### src/rtl/ksa_pkg.sv
// Shared constants and state type for the key-search datapath.
package ksa_pkg;

  localparam logic [7:0] CHAR_LO_A  = 8'h61;
  localparam logic [7:0] CHAR_LO_Z  = 8'h7A;
  localparam logic [7:0] CHAR_SPACE = 8'h20;

  localparam int MSG_LEN_DEFAULT = 32;

  typedef enum logic [1:0] {
    CHK_IDLE,
    CHK_RUN
  } chk_state_t;

endpackage

### src/rtl/is_msg_char.sv
// Combinational classifier: a message byte is legal if it is 'a'..'z' or a space.
module is_msg_char
  import ksa_pkg::*;
(
  input  logic [7:0] char_i,
  output logic       valid_o
);

  assign valid_o = (char_i == CHAR_SPACE) ||
                   ((char_i >= CHAR_LO_A) && (char_i <= CHAR_LO_Z));

endmodule

### config.mk
export PLATFORM = sky130hd
export DESIGN_NAME = is_msg_char
export DESIGN_NICKNAME = d
export VERILOG_FILES = /design/src/rtl/ksa_pkg.sv /design/src/rtl/is_msg_char.sv
export SDC_FILE = /design/constraint.sdc
export NUM_CORES = 1
export LEC_CHECK = 0
export CAP_MARGIN = 20
export CORE_AREA = 2 2 39 41
export DETAILED_ROUTE_END_ITERATION = 6
export DIE_AREA = 0 0 41 43
export MAX_ROUTING_LAYER = met4
export SYNTH_ARGS = -nofsm -noshare
export SYNTH_HDL_FRONTEND = slang
export SYNTH_SLANG_ARGS = --single-unit
### constraint.sdc
create_clock -name vclk -period 0.8
set_clock_uncertainty 0.1 [all_clocks]
set_input_delay 0.16 -clock vclk [all_inputs]
set_output_delay 0.16 -clock vclk [all_outputs]
set_load 0.05 [all_outputs]
==> impl_metrics.csv, run 1 <==
group,metric,value,unit
detailed_routing,via_per_inst,3.15,
pwr,power_leakage,0.0749,nW
global_routing,grt_pass1_wl,386,microns
sta,fin_ws,-0.337,ns
critical_path,critical_path_required,0.54,ns
floorplan,die_y,43,microns
logic_synthesis,syn_nets,17,
logic_synthesis,synthCells,9,
critical_path,start_kind,"primary input",
clocking,hold_buffers,0,
sta,fin_tns_setup,-0.337,ns
job,maxCapViolCount,0,
sta,slew_headroom,0.878,
finish,stdcell_count,34,
critical_path,path_common_cell,"nor3_4",
critical_path,crit_path_cell_trace,"buf_8 -> nor3_4 -> o22ai_2 -> nor3_4 -> buf_12",
status,outcome,"finished, violations left",
hold_path,hold_path.class,"in2out",
hold_path,min_path_cells,5,
critical_path,crit_path_max_fanout,2,
finish,n_clock_buffer,0,
sta,setup_viol,1,
place,place_ws,-0.819,ns
logic_synthesis,synthTopCellsByArea,"nor3_2 (35%), and3_2 (13%), nor2b_1 (11%)",
logic_synthesis,ys_types,8,
pwr,ir_drop,0.0000509,V
finish,drive_gt1_frac,0.944,
finish,seq_cells,0,
global_routing,grt_max_degree,4,
logic_synthesis,synth.top_cell.area_share,0.348,
sta,final-hold-violation-count,0,
floorplan,die_x,41,microns
sta,maxSlewViolCount,0,
place,dp.cells,34,
sta,tightest_slew,0.183,ns
detailed_routing,drt-wirelength-per-cell,7.65,microns
sta,period_share,1.42,
logic_synthesis,yosysWarnings,0,
logic_synthesis,ys_seq_area_frac,0,
global_routing,grt_overflow,0,
critical_path,cp_slowest_cell,"nor3_4",
sta,min_period,1.14,ns
critical_path,crit_type,"in2out",
critical_path,max_stage_delay,0.19,ns
finish,seq_area,0,sq um
place,routabilityCongestion,0.438,
critical_path,crit_family,"simple AND/OR/NAND/NOR gates",
floorplan,initial_core_util,0.0416,
sta,max_freq,880,MHz
sta,rsz0062_at_grt,"true",
logic_synthesis,syn-cell-area,57.6,sq um
floorplan,coreArea,0.00138,sq mm
place,hpwlAfterDp,217,microns
finish,areaGrowthSynthToFinish,246,%
detailed_routing,drt_iter0_drc,1,
place,io_buffers,9,
pwr,p_per_area,454,mW/mm^2
logic_synthesis,yosys.area.top_type,"nor3_2",
detailed_routing,drt_pre_antenna_iters,2,
floorplan,dieArea,0.00176,sq mm
global_routing,antenna_found_initial,0,
global_routing,grt.total_usage,0.0287,
critical_path,arrival,0.88,ns
finish,final_util,0.144,
finish,diodes,0,
critical_path,end_kind,"primary output",
critical_path,path_buf_inv,2,
status,violations,"negative setup slack",
critical_path,cp_num_cells,5,
detailed_routing,num_vias,107,
finish,final_cell_area,199,sq um
floorplan,num_io_pins,9,
detailed_routing,drcViolationCount,0,
place,place_area,196,sq um
detailed_routing,routed_wl,260,microns
finish,final_nets,28,
logic_synthesis,avgSynthCellArea,6.40,sq um
global_routing,grt_pass1_vias,111,
detailed_routing,antenna_left,0,
floorplan,rows,14,
## layout by cell type, fill, tap and decap left out, drive strengths merged
| cell | netlist | routed |
|---|---|---|
| a21oi | 1 | 1 |
| and3 | 1 | 1 |
| buf | 0 | 6 |
| clkbuf | 0 | 3 |
| nand2 | 1 | 1 |
| nor2 | 1 | 1 |
| nor2b | 1 | 1 |
| nor3 | 2 | 2 |
| o21ai | 1 | 1 |
| o22ai | 1 | 1 |
## worst paths after layout
check       from       to  slack [ns]
min    char_i[7]  valid_o        0.61
max    char_i[4]  valid_o       -0.34
## power breakdown
part | leakage, nW | switching (mW) | total [mW] | internal [mW]
Sequential | 0 | 0 | 0 | 0
Combinational | 0.0749 | 0.0421 | 0.0902 | 0.0481
Clock | 0 | 0 | 0 | 0
## cell usage after synthesis
cell type / instances
o22ai_1: 1
nand2_1: 1
o21ai_0: 1
and3_2: 1
a21oi_1: 1
nor3_2: 2
nor2_1: 1
nor2b_1: 1
## layout make-up
type / count / area [sq um]
Fill cell: 154 / 1180
Multi-Input combinational cell: 9 / 103
Timing Repair Buffer: 9 / 76.3
Tap cell: 16 / 20.0
## tightest hold or removal path, stage by stage
cell and delay [ns]:
clkbuf_2 0.10, nor2b_4 0.04, o21ai_2 0.07, nor3_4 0.05, buf_12 0.14
## cells by family (layout without fill, tap and decap cells)
kind of cell           after synthesis  in the layout  share of synthesized area
AND/OR/NAND/NOR                      6              6                      0.717
AO/OA/AOI/OAI                        3              3                      0.283
buffers and inverters                0              9                          0
## repair_timing
item,CTS,global route
pin swaps,5,1
setup buffers,0,0
endpoints found under the setup margin,1,1
gates resized for setup,37,5
## metal layers
metal,wire length (microns),GRT usage,vias up
met1,89,0.0318,46
li1,-,-,52
met3,59,0.00524,0
met2,111,0.0531,9
met4,0,0,0
met5,0,-,-
## per-stage QoR
step	power, mW	hold slack [ns]
after detailed placement	0.0872	1.05
final	0.0902	0.614
after global routing	0.0965	0.636
after CTS	0.0926	0.703
after floorplan	0.0292	0.469
after global placement	0.0870	1.04
Power figures use the tool's default switching activity.
==> run 2, diff against run 1 <==
Settings changed: ABC_AREA set to 0.
==> results of run 2 <==
The final DEF is identical to that of run 1; final timing and power are the same.
==> run 3, diff against run 2 <==
Settings changed: DONT_BUFFER_PORTS set to 1.
==> impl_metrics.csv, run 3 (synthesis gave the netlist of run 1 again) <==
group,metric,value,unit
status,outcome,"finished, violations left",
status,violations,"negative setup slack",
clocking,postCtsSetupBuffers,0,
sta,max_freq,920,MHz
finish,diodes,0,
place,io_buffers,0,
detailed_routing,num_vias,79,
job,maxCapViolCount,0,
pwr,power,39.1,uW
critical_path,arrival,0.83,ns
critical_path,crit_path_max_fanout,2,
detailed_routing,via_per_inst,3.04,
sta,setup_viol,1,
global_routing,grt.total_usage,0.0102,
place,hpwlAfterDp,140,microns
hold_path,hold_path.class,"in2out",
detailed_routing,drt-wirelength-per-cell,5.42,microns
finish,final_nets,20,
global_routing,grt_max_degree,4,
floorplan,die_x,41,microns
critical_path,start_kind,"primary input",
critical_path,crit_type,"in2out",
place,routabilityCongestion,0.415,
sta,rsz0062_at_grt,"true",
global_routing,met2_usage,0.0313,
floorplan,coreArea,0.00138,sq mm
global_routing,antenna_found_initial,0,
global_routing,grtUsageMet1,0,
floorplan,rows,14,
hold_path,min_path_cells,4,
sta,final-hold-violation-count,0,
floorplan,die_y,43,microns
sta,min_period,1.09,ns
finish,seq_area,0,sq um
global_routing,grt-busiest-layer,"met2",
global_routing,grt_pass1_vias,59,
detailed_routing,drt_pre_antenna_iters,2,
pwr,power_leakage,0.0320,nW
hold_path,hold_start,"char_i[7]",
sta,fin_tns_setup,-0.287,ns
floorplan,initial_core_util,0.0416,
sta,tightest_slew,0.315,ns
detailed_routing,routed_wl,141,microns
floorplan,dieArea,0.00176,sq mm
global_routing,gr-usage-met3,0,
place,place_ws,-0.299,ns
clocking,hold_buffers,0,
finish,seq_cells,0,
finish,final_common_cell,"nor3_4",
detailed_routing,antenna_left,0,
hold_path,min_to,"valid_o",
floorplan,num_io_pins,9,
finish,n_clock_buffer,0,
finish,drive_gt1_frac,0.500,
global_routing,grt_pass1_wl,138,microns
global_routing,grt_overflow,0,
finish,areaGrowthSynthToFinish,102,%
critical_path,end_kind,"primary output",
critical_path,critical_path_required,0.54,ns
sta,slew_headroom,0.788,
detailed_routing,drt_iter0_drc,1,
detailed_routing,drcViolationCount,0,
pwr,ir_drop,0.0000308,V
sta,maxSlewViolCount,0,
sta,period_share,1.36,
pwr,p_per_area,336,mW/mm^2
sta,fin_ws,-0.287,ns
clocking,postCtsResizedCells,0,
==> run 3: changes by cell type in the layout (fill, tap and decap cells not counted) <==
| cell | change |
|---|---|
| buf_2 | -3 |
| nor2b_4 | -1 |
| a21oi_1 | +1 |
| o21ai_2 | -1 |
| nor2_4 | -1 |
| and3_4 | -1 |
| a21oi_2 | -1 |
| o21ai_0 | +1 |
| buf_8 | -1 |
| nor2_1 | +1 |
| clkbuf_2 | -3 |
| buf_6 | -1 |
| and3_2 | +1 |
| nor2b_1 | +1 |
==> run 3: metrics by stage <==
stage | std cells | utilization | area, sq um | hold WS (ns)
after floorplan | 9 | - | 76.3 | 0.469
after global placement | 26 | 0.0841 | 116 | 0.561
after detailed placement | 26 | 0.0841 | 116 | 0.565
after CTS | 26 | 0.0841 | 116 | 0.567
after global routing | 26 | 0.0841 | 116 | 0.597
final | 26 | 0.0841 | 116 | 0.562
==> run 3: cell type report <==
cell class / instances / area (sq um)
fillers: 158 / 1270
multi-input cells: 9 / 76.3
well taps: 16 / 20.0
repair buffers: 1 / 20.0
==> run 3: how the worst max path moves through the flow <==
| stage | start | to | slack [ns] |
|---|---|---|---|
| 2_1_floorplan | char_i[1] | valid_o | -0.37 |
| 3_3_place_gp | char_i[1] | valid_o | -0.28 |
| 3_5_place_dp | char_i[1] | valid_o | -0.30 |
| 4_1_cts | char_i[1] | valid_o | -0.30 |
| 5_1_grt | char_i[4] | valid_o | -0.32 |
| 6_report | char_i[4] | valid_o | -0.29 |
==> run 3: layer usage <==
metal | routed length [microns] | up-vias
li1 | - | 36
met1 | 40 | 33
met2 | 72 | 10
met3 | 28 | 0
met4 | 0 | 0
met5 | 0 | -
==> run 3: worst max-delay path, stage by stage <==
cell and delay, ns:
nor3_4 0.18, o22ai_2 0.11, nor3_4 0.22, buf_12 0.16
==> run 3: power breakdown <==
part / total, mW / switching (mW) / internal [mW]
registers: 0 / 0 / 0
clock network: 0 / 0 / 0
logic: 0.0391 / 0.0191 / 0.0200
